--- config.mk ---
export PLATFORM = sky130hd
export DESIGN_NAME = pipeline_hazard_controller
export DESIGN_NICKNAME = d
export VERILOG_FILES = /design/src/rtl/pipeline_hazard_controller_pkg.sv /design/src/rtl/pipeline_hazard_controller_sat_counter.sv /design/src/rtl/pipeline_hazard_controller.sv
export SDC_FILE = /design/constraint.sdc
export NUM_CORES = 1
export LEC_CHECK = 0
export BUFFER_PORTS_ARGS = -buffer_cell sky130_fd_sc_hd__buf_4
export CELL_PAD_IN_SITES_DETAIL_PLACEMENT = 2
export CELL_PAD_IN_SITES_GLOBAL_PLACEMENT = 2
export CORE_MARGIN = 10
export CORE_UTILIZATION = 32
export CTS_CLUSTER_DIAMETER = 200
export DETAILED_ROUTE_END_ITERATION = 10
export PLACE_DENSITY_LB_ADDON = 0.1
export RECOVER_POWER = 50
export SKIP_LAST_GASP = 1
export SLEW_MARGIN = 20
export SYNTH_ARGS = -nofsm -noshare
export SYNTH_HDL_FRONTEND = slang
export SYNTH_HIERARCHICAL = 1
export SYNTH_SLANG_ARGS = --single-unit
--- constraint.sdc ---
create_clock -name clk -period 4.2 [get_ports clk]
set_clock_uncertainty 0.2 [all_clocks]
set_input_delay 1.26 -clock clk [delete_from_list [all_inputs] [get_ports clk]]
set_output_delay 1.26 -clock clk [all_outputs]
set_load 0.005 [all_outputs]
--- src/rtl/pipeline_hazard_controller_pkg.sv ---
// Shared definitions for the pipeline stall/flush sequencer: FSM encoding and
// the bit order of the packed pipeline control vector.
package pipeline_hazard_controller_pkg;

  typedef enum logic {
    ST_RUN      = 1'b0,
    ST_MEM_WAIT = 1'b1
  } state_e;

  // Control vector order {freezePC, freezeIF2ID, freezeID2EXE, freezeEXE2MEM,
  // freezeMEM2WB, flushIF2ID, flushID2EXE}; the pipeline-register top reuses it.
  localparam int CTL_W             = 7;
  localparam int CTL_FREEZE_PC     = 6;
  localparam int CTL_FREEZE_IF2ID  = 5;
  localparam int CTL_FREEZE_ID2EXE = 4;
  localparam int CTL_FREEZE_EXE2MEM = 3;
  localparam int CTL_FREEZE_MEM2WB = 2;
  localparam int CTL_FLUSH_IF2ID   = 1;
  localparam int CTL_FLUSH_ID2EXE  = 0;

  typedef logic [CTL_W-1:0] ctl_t;

  function automatic ctl_t ctl_freeze_all();
    ctl_t c;
    c = '0;
    c[CTL_FREEZE_PC]      = 1'b1;
    c[CTL_FREEZE_IF2ID]   = 1'b1;
    c[CTL_FREEZE_ID2EXE]  = 1'b1;
    c[CTL_FREEZE_EXE2MEM] = 1'b1;
    c[CTL_FREEZE_MEM2WB]  = 1'b1;
    return c;
  endfunction

  function automatic ctl_t ctl_flush_front();
    ctl_t c;
    c = '0;
    c[CTL_FLUSH_IF2ID]  = 1'b1;
    c[CTL_FLUSH_ID2EXE] = 1'b1;
    return c;
  endfunction

  function automatic ctl_t ctl_bubble();
    ctl_t c;
    c = '0;
    c[CTL_FREEZE_PC]    = 1'b1;
    c[CTL_FREEZE_IF2ID] = 1'b1;
    c[CTL_FLUSH_ID2EXE] = 1'b1;
    return c;
  endfunction

endpackage

--- src/rtl/pipeline_hazard_controller_sat_counter.sv ---
// Saturating up-counter with synchronous active-high clear; holds at all-ones.
module sat_counter #(
  parameter int WIDTH = 32
) (
  input  logic             clk,
  input  logic             rst,
  input  logic             inc,
  output logic [WIDTH-1:0] count
);

  logic [WIDTH-1:0] count_q;
  logic [WIDTH-1:0] count_d;

  always_comb begin
    count_d = count_q;
    if (inc && (count_q != '1)) count_d = count_q + 1'b1;
  end

  always_ff @(posedge clk) begin
    if (rst) count_q <= '0;
    else     count_q <= count_d;
  end

  assign count = count_q;

endmodule

--- src/rtl/pipeline_hazard_controller.sv ---
// Stall/flush sequencer for the 5-stage pipeline: memory wait > taken branch >
// ID hazard, with a memory-wait watchdog and saturating perf counters.
module pipeline_hazard_controller
  import pipeline_hazard_controller_pkg::*;
#(
  parameter int MEM_TIMEOUT = 64,
  parameter int CNT_WIDTH   = 32
) (
  input  logic                 clk,
  input  logic                 rst,
  input  logic                 hazardIn,
  input  logic                 branchTakenIn,
  input  logic                 memAccessIn,
  input  logic                 memReadyIn,
  output logic                 freezePC,
  output logic                 freezeIF2ID,
  output logic                 freezeID2EXE,
  output logic                 freezeEXE2MEM,
  output logic                 freezeMEM2WB,
  output logic                 flushIF2ID,
  output logic                 flushID2EXE,
  output logic                 memTimeout,
  output logic [CNT_WIDTH-1:0] stallCycles,
  output logic [CNT_WIDTH-1:0] branchFlushes
);

  localparam int WCW = $clog2(MEM_TIMEOUT + 1);
  localparam logic [WCW-1:0] WAIT_LAST = WCW'(MEM_TIMEOUT - 1);

  state_e         state_q, state_d;
  logic [WCW-1:0] wait_q, wait_d;
  logic           timeout_q, timeout_d;
  ctl_t           ctl;
  logic           br_evt;

  always_comb begin
    ctl       = '0;
    br_evt    = 1'b0;
    state_d   = state_q;
    wait_d    = wait_q;
    timeout_d = timeout_q;
    if (rst) begin
      ctl = ctl_flush_front();
    end else begin
      unique case (state_q)
        ST_RUN: begin
          if (memAccessIn && !memReadyIn) begin
            ctl     = ctl_freeze_all();
            state_d = ST_MEM_WAIT;
            wait_d  = WCW'(1);
          end else if (branchTakenIn) begin
            // A coincident hazard belongs to an instruction being flushed.
            ctl    = ctl_flush_front();
            br_evt = 1'b1;
          end else if (hazardIn) begin
            ctl = ctl_bubble();
          end
        end
        ST_MEM_WAIT: begin
          ctl = ctl_freeze_all();
          // A dropped access is treated as a completed one.
          if (memReadyIn || !memAccessIn) begin
            state_d = ST_RUN;
            wait_d  = '0;
          end else if (wait_q == WAIT_LAST) begin
            state_d   = ST_RUN;
            wait_d    = '0;
            timeout_d = 1'b1;
          end else begin
            wait_d = wait_q + 1'b1;
          end
        end
        default: begin
          state_d = ST_RUN;
          wait_d  = '0;
        end
      endcase
    end
  end

  always_ff @(posedge clk) begin
    if (rst) begin
      state_q   <= ST_RUN;
      wait_q    <= '0;
      timeout_q <= 1'b0;
    end else begin
      state_q   <= state_d;
      wait_q    <= wait_d;
      timeout_q <= timeout_d;
    end
  end

  sat_counter #(.WIDTH(CNT_WIDTH)) u_stall_cnt (
    .clk   (clk),
    .rst   (rst),
    .inc   (ctl[CTL_FREEZE_PC]),
    .count (stallCycles)
  );

  sat_counter #(.WIDTH(CNT_WIDTH)) u_branch_cnt (
    .clk   (clk),
    .rst   (rst),
    .inc   (br_evt),
    .count (branchFlushes)
  );

  assign freezePC      = ctl[CTL_FREEZE_PC];
  assign freezeIF2ID   = ctl[CTL_FREEZE_IF2ID];
  assign freezeID2EXE  = ctl[CTL_FREEZE_ID2EXE];
  assign freezeEXE2MEM = ctl[CTL_FREEZE_EXE2MEM];
  assign freezeMEM2WB  = ctl[CTL_FREEZE_MEM2WB];
  assign flushIF2ID    = ctl[CTL_FLUSH_IF2ID];
  assign flushID2EXE   = ctl[CTL_FLUSH_ID2EXE];
  assign memTimeout    = timeout_q;

endmodule
### Word level (Yosys, flattened, before mapping)

Cells that the tools add are included.

* bitwise gates (word level): 2
* eq/ne operators: 4
* mux-type cells: 17
* reduce and logical (&&, ||, !) cells: 7
* add/sub/neg operators: 3

Operators with widths (count)
* $add A32 B1 Y32 const B: 2
* $ne A32 B32 Y1 const B: 2
* $mux W7: 7
* $pmux W7 S2: 2
* $add A7 B1 Y7 const B: 1
* $eq A7 B6 Y1 const B: 1
* $mux W1: 7
* $logic_and A1 B1 Y1: 3
* $reduce_and A3 Y1: 1
* $logic_not A1 Y1: 2
* $ne A2 B2 Y1 const B: 1
* $not A1 Y1: 2
* $pmux W1 S2: 1
* $logic_or A1 B1 Y1: 1

* bits in registers: 73
* bits of input ports: 6
* word-level logic and storage cells: 38

### Depth between registers and ports, before layout

* depth after elaboration: 6
* mapped depth: 9
* depth with buffers taken out: 9

### Hierarchy

Netlist, hierarchy kept.

By module, submodules not included
* sat_counter: instances 2, cells an instance 199, area each 1674.1 µm²
* pipeline_hazard_controller: instances 1, cells an instance 61, area each 491.7 µm²

### Worst setup path before layout

No wires, ideal clock.

* kind: input port to flip-flop
* start point: input memReadyIn
* end point: register u_stall_cnt.count_q[31] (netlist: u_stall_cnt/count[31])
* stages: 8
* path slack: 0.361 ns
* arrival: 3.518 ns
* cells stage by stage: and2b_1 -> nor2_2 -> a21oi_1 -> nand4_1 -> nor4_2 -> nand4_1 -> nor4_1 -> mux2_2

* cells in the longest elaborated chain, start to end: 6

Ends and longest elaborated chain
* from (decl): line pipeline_hazard_controller.sv:14 `input logic memReadyIn,`
* $logic_not A1 Y1: line pipeline_hazard_controller.sv:47 `if (memAccessIn && !memReadyIn) begin`
* $logic_and A1 B1 Y1: line pipeline_hazard_controller.sv:47
* $mux W7: line pipeline_hazard_controller.sv:47
* $pmux W7 S2: line pipeline_hazard_controller.sv:45 `unique case (state_q)`
* $mux W7: line pipeline_hazard_controller.sv:42 `if (rst) begin`
* $logic_and A1 B1 Y1: line pipeline_hazard_controller_sat_counter.sv:16 `if (inc && (count_q != '1)) count_d = count_q + 1'b1;`
* to (signal assigned): line pipeline_hazard_controller_sat_counter.sv:21 `else count_q <= count_d;`
* to (decl): line pipeline_hazard_controller_sat_counter.sv:11 `logic [WIDTH-1:0] count_q;`

No other way between the ends.
A chain may end at the register's enable or synchronous reset.

### Final worst setup path

* start point: input memAccessIn
* end point: output freezeIF2ID

* cells in the longest elaborated chain, start to end: 4

Ends and longest elaborated chain
* from (decl): line pipeline_hazard_controller.sv:13 `input logic memAccessIn,`
* $logic_and A1 B1 Y1: line pipeline_hazard_controller.sv:47
* $mux W7: line pipeline_hazard_controller.sv:47
* $pmux W7 S2: line pipeline_hazard_controller.sv:45
* $mux W7: line pipeline_hazard_controller.sv:42
* to (decl): line pipeline_hazard_controller.sv:16 `output logic freezeIF2ID,`

No other way between the ends.

==> results_tabular.tex <==
\begin{tabular}{lr}
\hline
Metric & Value \\
\hline
\multicolumn{2}{l}{\textbf{GRT}} \\
\quad Wire length of the first global-routing pass & 22.29 mm \\
\quad Global Route met3 Usage & 0.03956 \\
\quad Antenna violations before repair & 0 \\
\quad Most used routing layer & met2 \\
\quad GR Overflow Total & 0 \\
\quad Grt met1 use & 0.2048 \\
\quad Vias in the first global route & 4184 \\
\quad Global-route usage over all layers & 0.1625 \\
\quad Maximum number of pins on one net before global-route repair & 84 \\
\quad Met2 usage & 0.2645 \\
\multicolumn{2}{l}{\textbf{Detailed routing}} \\
\quad Iteration count of the initial detailed-routing pass & 4 \\
\quad Detailed-route DRC error count & 0 \\
\quad Routed Wire Length & 13.31 mm \\
\quad Post-DR vias/cell & 5.807 \\
\quad Vias after detailed routing & 3949 \\
\quad Average wire length per cell after detail routing & 19.57 µm \\
\quad Number of nets with antenna violations after routing & 0 \\
\quad Initial DRC Count & 145 \\
\multicolumn{2}{l}{\textbf{Finish}} \\
\quad Layout cell share with drive strength beyond 1 & 0.1918 \\
\quad Number of nets at the end of the flow & 541 \\
\quad Final Cell Area & 4803 µm² \\
\quad Layout fillers & 1326 \\
\quad Ant diodes & 0 \\
\quad Final core utilization & 0.4153 \\
\quad Layout area overhead & 25.09\% \\
\multicolumn{2}{l}{\textbf{Placement}} \\
\quad Routability Congestion & 0.7758 \\
\quad Cell area after placement & 4588 µm² \\
\quad Placed wire-length estimate & 9.527 mm \\
\quad Buffers on Ports & 77 \\
\multicolumn{2}{l}{\textbf{Synthesis}} \\
\quad Number of storage elements in the synthesis netlist & 73 \\
\quad Cell types with the largest area share after synthesis & sky130\_fd\_sc\_hd\_\_dfxtp\_1 (38\%), sky130\_fd\_sc\_hd\_\_a21oi\_1 (6.3\%), sky130\_fd\_sc\_hd\_\_o31ai\_1 (4.7\%) \\
\quad Proportion of synthesized chip area in sequential cells & 0.3806 \\
\quad Net Count, Synth & 468 \\
\quad Synth top cells by count & sky130\_fd\_sc\_hd\_\_dfxtp\_1 (73), sky130\_fd\_sc\_hd\_\_a21oi\_1 (48), sky130\_fd\_sc\_hd\_\_nor2\_1 (36) \\
\quad Post-synth cell types & 46 \\
\quad Asr flop ratio synth & 0 \\
\quad Area leader, netlist & sky130\_fd\_sc\_hd\_\_dfxtp\_1 \\
\quad Top FF cell, synth & sky130\_fd\_sc\_hd\_\_dfxtp\_1 \\
\quad Number of synthesis warnings & 6 \\
\quad Cell count after synthesis & 459 \\
\quad Area share of the leading cell type in the synthesized netlist & 0.3806 \\
\quad Average footprint of a synthesized cell & 8.366 µm² \\
\quad Number of synthesized flops with an enable pin & 0 \\
\quad Cell with the most instances after synthesis & sky130\_fd\_sc\_hd\_\_dfxtp\_1 \\
\quad Post-synthesis cell area & 3840 µm² \\
\multicolumn{2}{l}{\textbf{Setup path}} \\
\quad Sort of element at the start of the critical path & input port \\
\quad Biggest cell delay along the critical path & 340 ps \\
\quad Slowest cell on crit path & sky130\_fd\_sc\_hd\_\_nor2\_2 \\
\quad Required @ worst endpoint & 2740 ps \\
\quad Buf+Inv Stages, Crit Path & 2 \\
\quad Type of the worst setup path & in -> out \\
\quad Cell Chain, Critical Path & clkbuf\_1 > and2b\_1 > nor2\_2 > a21oi\_1 > buf\_4 \\
\quad Largest delay share family, worst path & simple AND/OR/NAND/NOR gates \\
\quad Data arrival time of the worst path & 2360 ps \\
\quad CP Capture Type & output port \\
\quad Peak fanout along the critical path & 10 \\
\multicolumn{2}{l}{\textbf{Power and ir drop}} \\
\quad Comb power frac & 0.038 \\
\quad Relative contribution of sequential cells to total power & 0.462 \\
\quad Power density over the cells & 316.4 nW/µm² \\
\quad Switching portion of total power & 0.2218 \\
\quad Total power of the final layout & 1.520 mW \\
\quad Leakage power figure & 1.572 nW \\
\quad Cell internal pwr & 1.183 mW \\
\quad Clock power share & 0.500 \\
\quad Worst ir drop on vdd & 0.1670 mV \\
\quad Switching Power & 0.3371 mW \\
\multicolumn{2}{l}{\textbf{STA}} \\
\quad Worst Max-Slew Pin Slew & 663.7 ps \\
\quad Hold Vio Cnt, Final & 0 \\
\quad Final critical path time including I/O delays and setup & 3815 ps \\
\quad Number of max-slew violations in the final report & 0 \\
\quad Worst slew slack as a fraction of its limit & 0.5541 \\
\quad Final-report setup violation count & 0 \\
\quad Maximum achievable frequency & 262.1 MHz \\
\quad Crit share post-route & 0.9084 \\
\quad Setup repair after global routing missed its margin & no \\
\quad Sum Neg Setup Slack & 0 ps \\
\multicolumn{2}{l}{\textbf{Status}} \\
\quad Result of the run & finished, final reports clean \\
\multicolumn{2}{l}{\textbf{Clock tree}} \\
\quad Clk Latency, worst-skew pair & 340 ps \\
\quad Post-cts hold buffer count & 0 \\
\quad H-tree depth & 3 \\
\quad Clock-pin slew on the worst setup and hold paths & 60 ps \\
\quad CTS Buffer Depth & 2 \\
\quad Clock tree from TritonCTS & yes \\
\quad Number of resized instances in the post-cts repair step & 0 \\
\quad Clock tree sinks & 73 \\
\quad Post-CTS setup buffer count & 0 \\
\quad CTS Buf Count & 9 \\
\quad Cell chosen for the clock root & sky130\_fd\_sc\_hd\_\_clkbuf\_16 \\
\multicolumn{2}{l}{\textbf{Die}} \\
\quad Initial Utilization & 0.3320 \\
\quad Core footprint & 11560 µm² \\
\quad Die ar. & 16780 µm² \\
\quad Row count & 39 \\
\quad DIE WIDTH & 129.5 µm \\
\quad Number of ports placed on the die boundary & 78 \\
\quad DIE HEIGHT & 129.5 µm \\
\multicolumn{2}{l}{\textbf{Worst hold path}} \\
\quad Hold crit path type & reg -> reg \\
\multicolumn{2}{l}{\textbf{Flow run}} \\
\quad Maxcap violations & 0 \\
\hline
\end{tabular}
==> worst reg2reg max path: cells and delay by family, from the launching register on <==
kind | cells | cell delay [ps]
and+or+nand+nor | 5 | 1290
DFF | 1 | 480
muxes | 1 | 380
AOI/OAI and AO/OA | 1 | 300
buffers and inverters | 1 | 190
==> per-layer routing <==
metal  up-vias  part of all wire  routed length [µm]
li1       1895                 -                   -
met1      1986              0.47                6253
met2        59              0.47                6256
met3         9             0.048                 641
met4         0             0.011                 153
met5         -                 0                   0
==> power groups by stage <==
stage / clock network [mW] / registers [mW] / logic, mW
finish: 0.761 / 0.702 / 0.0572
global route: 0.816 / 0.702 / 0.0647
CTS: 0.784 / 0.702 / 0.0606
detailed placement: 0 / 0.717 / 0.0602
global placement: 0 / 0.717 / 0.0583
floorplan: 0 / 0.716 / 0.0331
==> cell type report <==
class,count,area [µm²],area share
Clock buffer,14,284.0,0.05913
Inverter,4,15.01,0.003126
Multi-Input combinational cell,356,2260,0.4704
Sequential cell,73,1461,0.3042
Tap cell,143,178.9,0.03725
Timing Repair Buffer,88,594.3,0.1237
Clock inverter,2,10.01,0.002084
==> flip-flops by register name (all words and copies together), names as in the netlist <==
signal and flops:
wait_q 7, u_stall_cnt/count 32, state_q 1, u_branch_cnt/count 32
memTimeout 1
==> cell families (layout without fill, tap and decap cells) <==
kind of cell | Yosys count | count (layout) | synth area share
simple gates | 221 | 221 | 0.3399
compound gates | 112 | 112 | 0.1867
flops | 73 | 73 | 0.3806
buf+inv | 30 | 108 | 0.03421
xor+xnor | 14 | 14 | 0.03193
mux | 6 | 6 | 0.01694
fa+ha+maj | 3 | 3 | 0.009776
==> path summary, 6_finish.rpt <==
kind | startpoint | to | slack (ps) | depth (start not counted)
hold / removal | memTimeout | memTimeout | 290 | 2
setup / recovery | memAccessIn | freezeIF2ID | 380 | 5
hold reg to reg | memTimeout | memTimeout | 290 | 2
setup reg to reg | state_q | u_stall_cnt/count[31] | 1250 | 8
==> layout by cell type (no fill, tap or decap), types with 3 or more instances in the layout <==
cell type,synthesis,final
sky130_fd_sc_hd__dfxtp_1,73,73
sky130_fd_sc_hd__a21oi_1,48,48
sky130_fd_sc_hd__clkbuf_4,0,43
sky130_fd_sc_hd__nor2_1,36,36
sky130_fd_sc_hd__nand3_1,31,31
sky130_fd_sc_hd__nand2_1,24,24
sky130_fd_sc_hd__or4_1,24,24
sky130_fd_sc_hd__o31ai_1,24,24
sky130_fd_sc_hd__or3_1,23,23
sky130_fd_sc_hd__buf_4,3,23
sky130_fd_sc_hd__clkbuf_1,17,20
sky130_fd_sc_hd__nand4_1,20,20
sky130_fd_sc_hd__o21ai_0,19,19
sky130_fd_sc_hd__xnor2_1,12,12
sky130_fd_sc_hd__clkbuf_16,0,9
sky130_fd_sc_hd__and3_1,8,8
sky130_fd_sc_hd__and4_1,8,8
sky130_fd_sc_hd__nand2b_1,6,6
sky130_fd_sc_hd__a31oi_1,6,6
sky130_fd_sc_hd__nor3_1,6,6
sky130_fd_sc_hd__nor4_1,8,6
sky130_fd_sc_hd__nor3b_1,5,5
sky130_fd_sc_hd__clkbuf_8,0,4
sky130_fd_sc_hd__nor2b_1,4,4
sky130_fd_sc_hd__inv_1,4,4
sky130_fd_sc_hd__nor4_2,2,4
sky130_fd_sc_hd__a2111oi_0,4,4
sky130_fd_sc_hd__or3b_1,3,3
sky130_fd_sc_hd__ha_1,3,3
==> through the flow <==
step | hold slack (ps) | instances | setup slack [ps]
2_1_floorplan | 260.5 | 459 | 360.9
3_3_place_gp | 270.7 | 664 | 212.4
3_5_place_dp | 267.1 | 664 | 89.55
4_1_cts | 291.7 | 680 | 369.9
5_1_grt | 325.7 | 680 | 71.87
6_report | 289.6 | 680 | 384.8
Power figures use the tool's default switching activity.
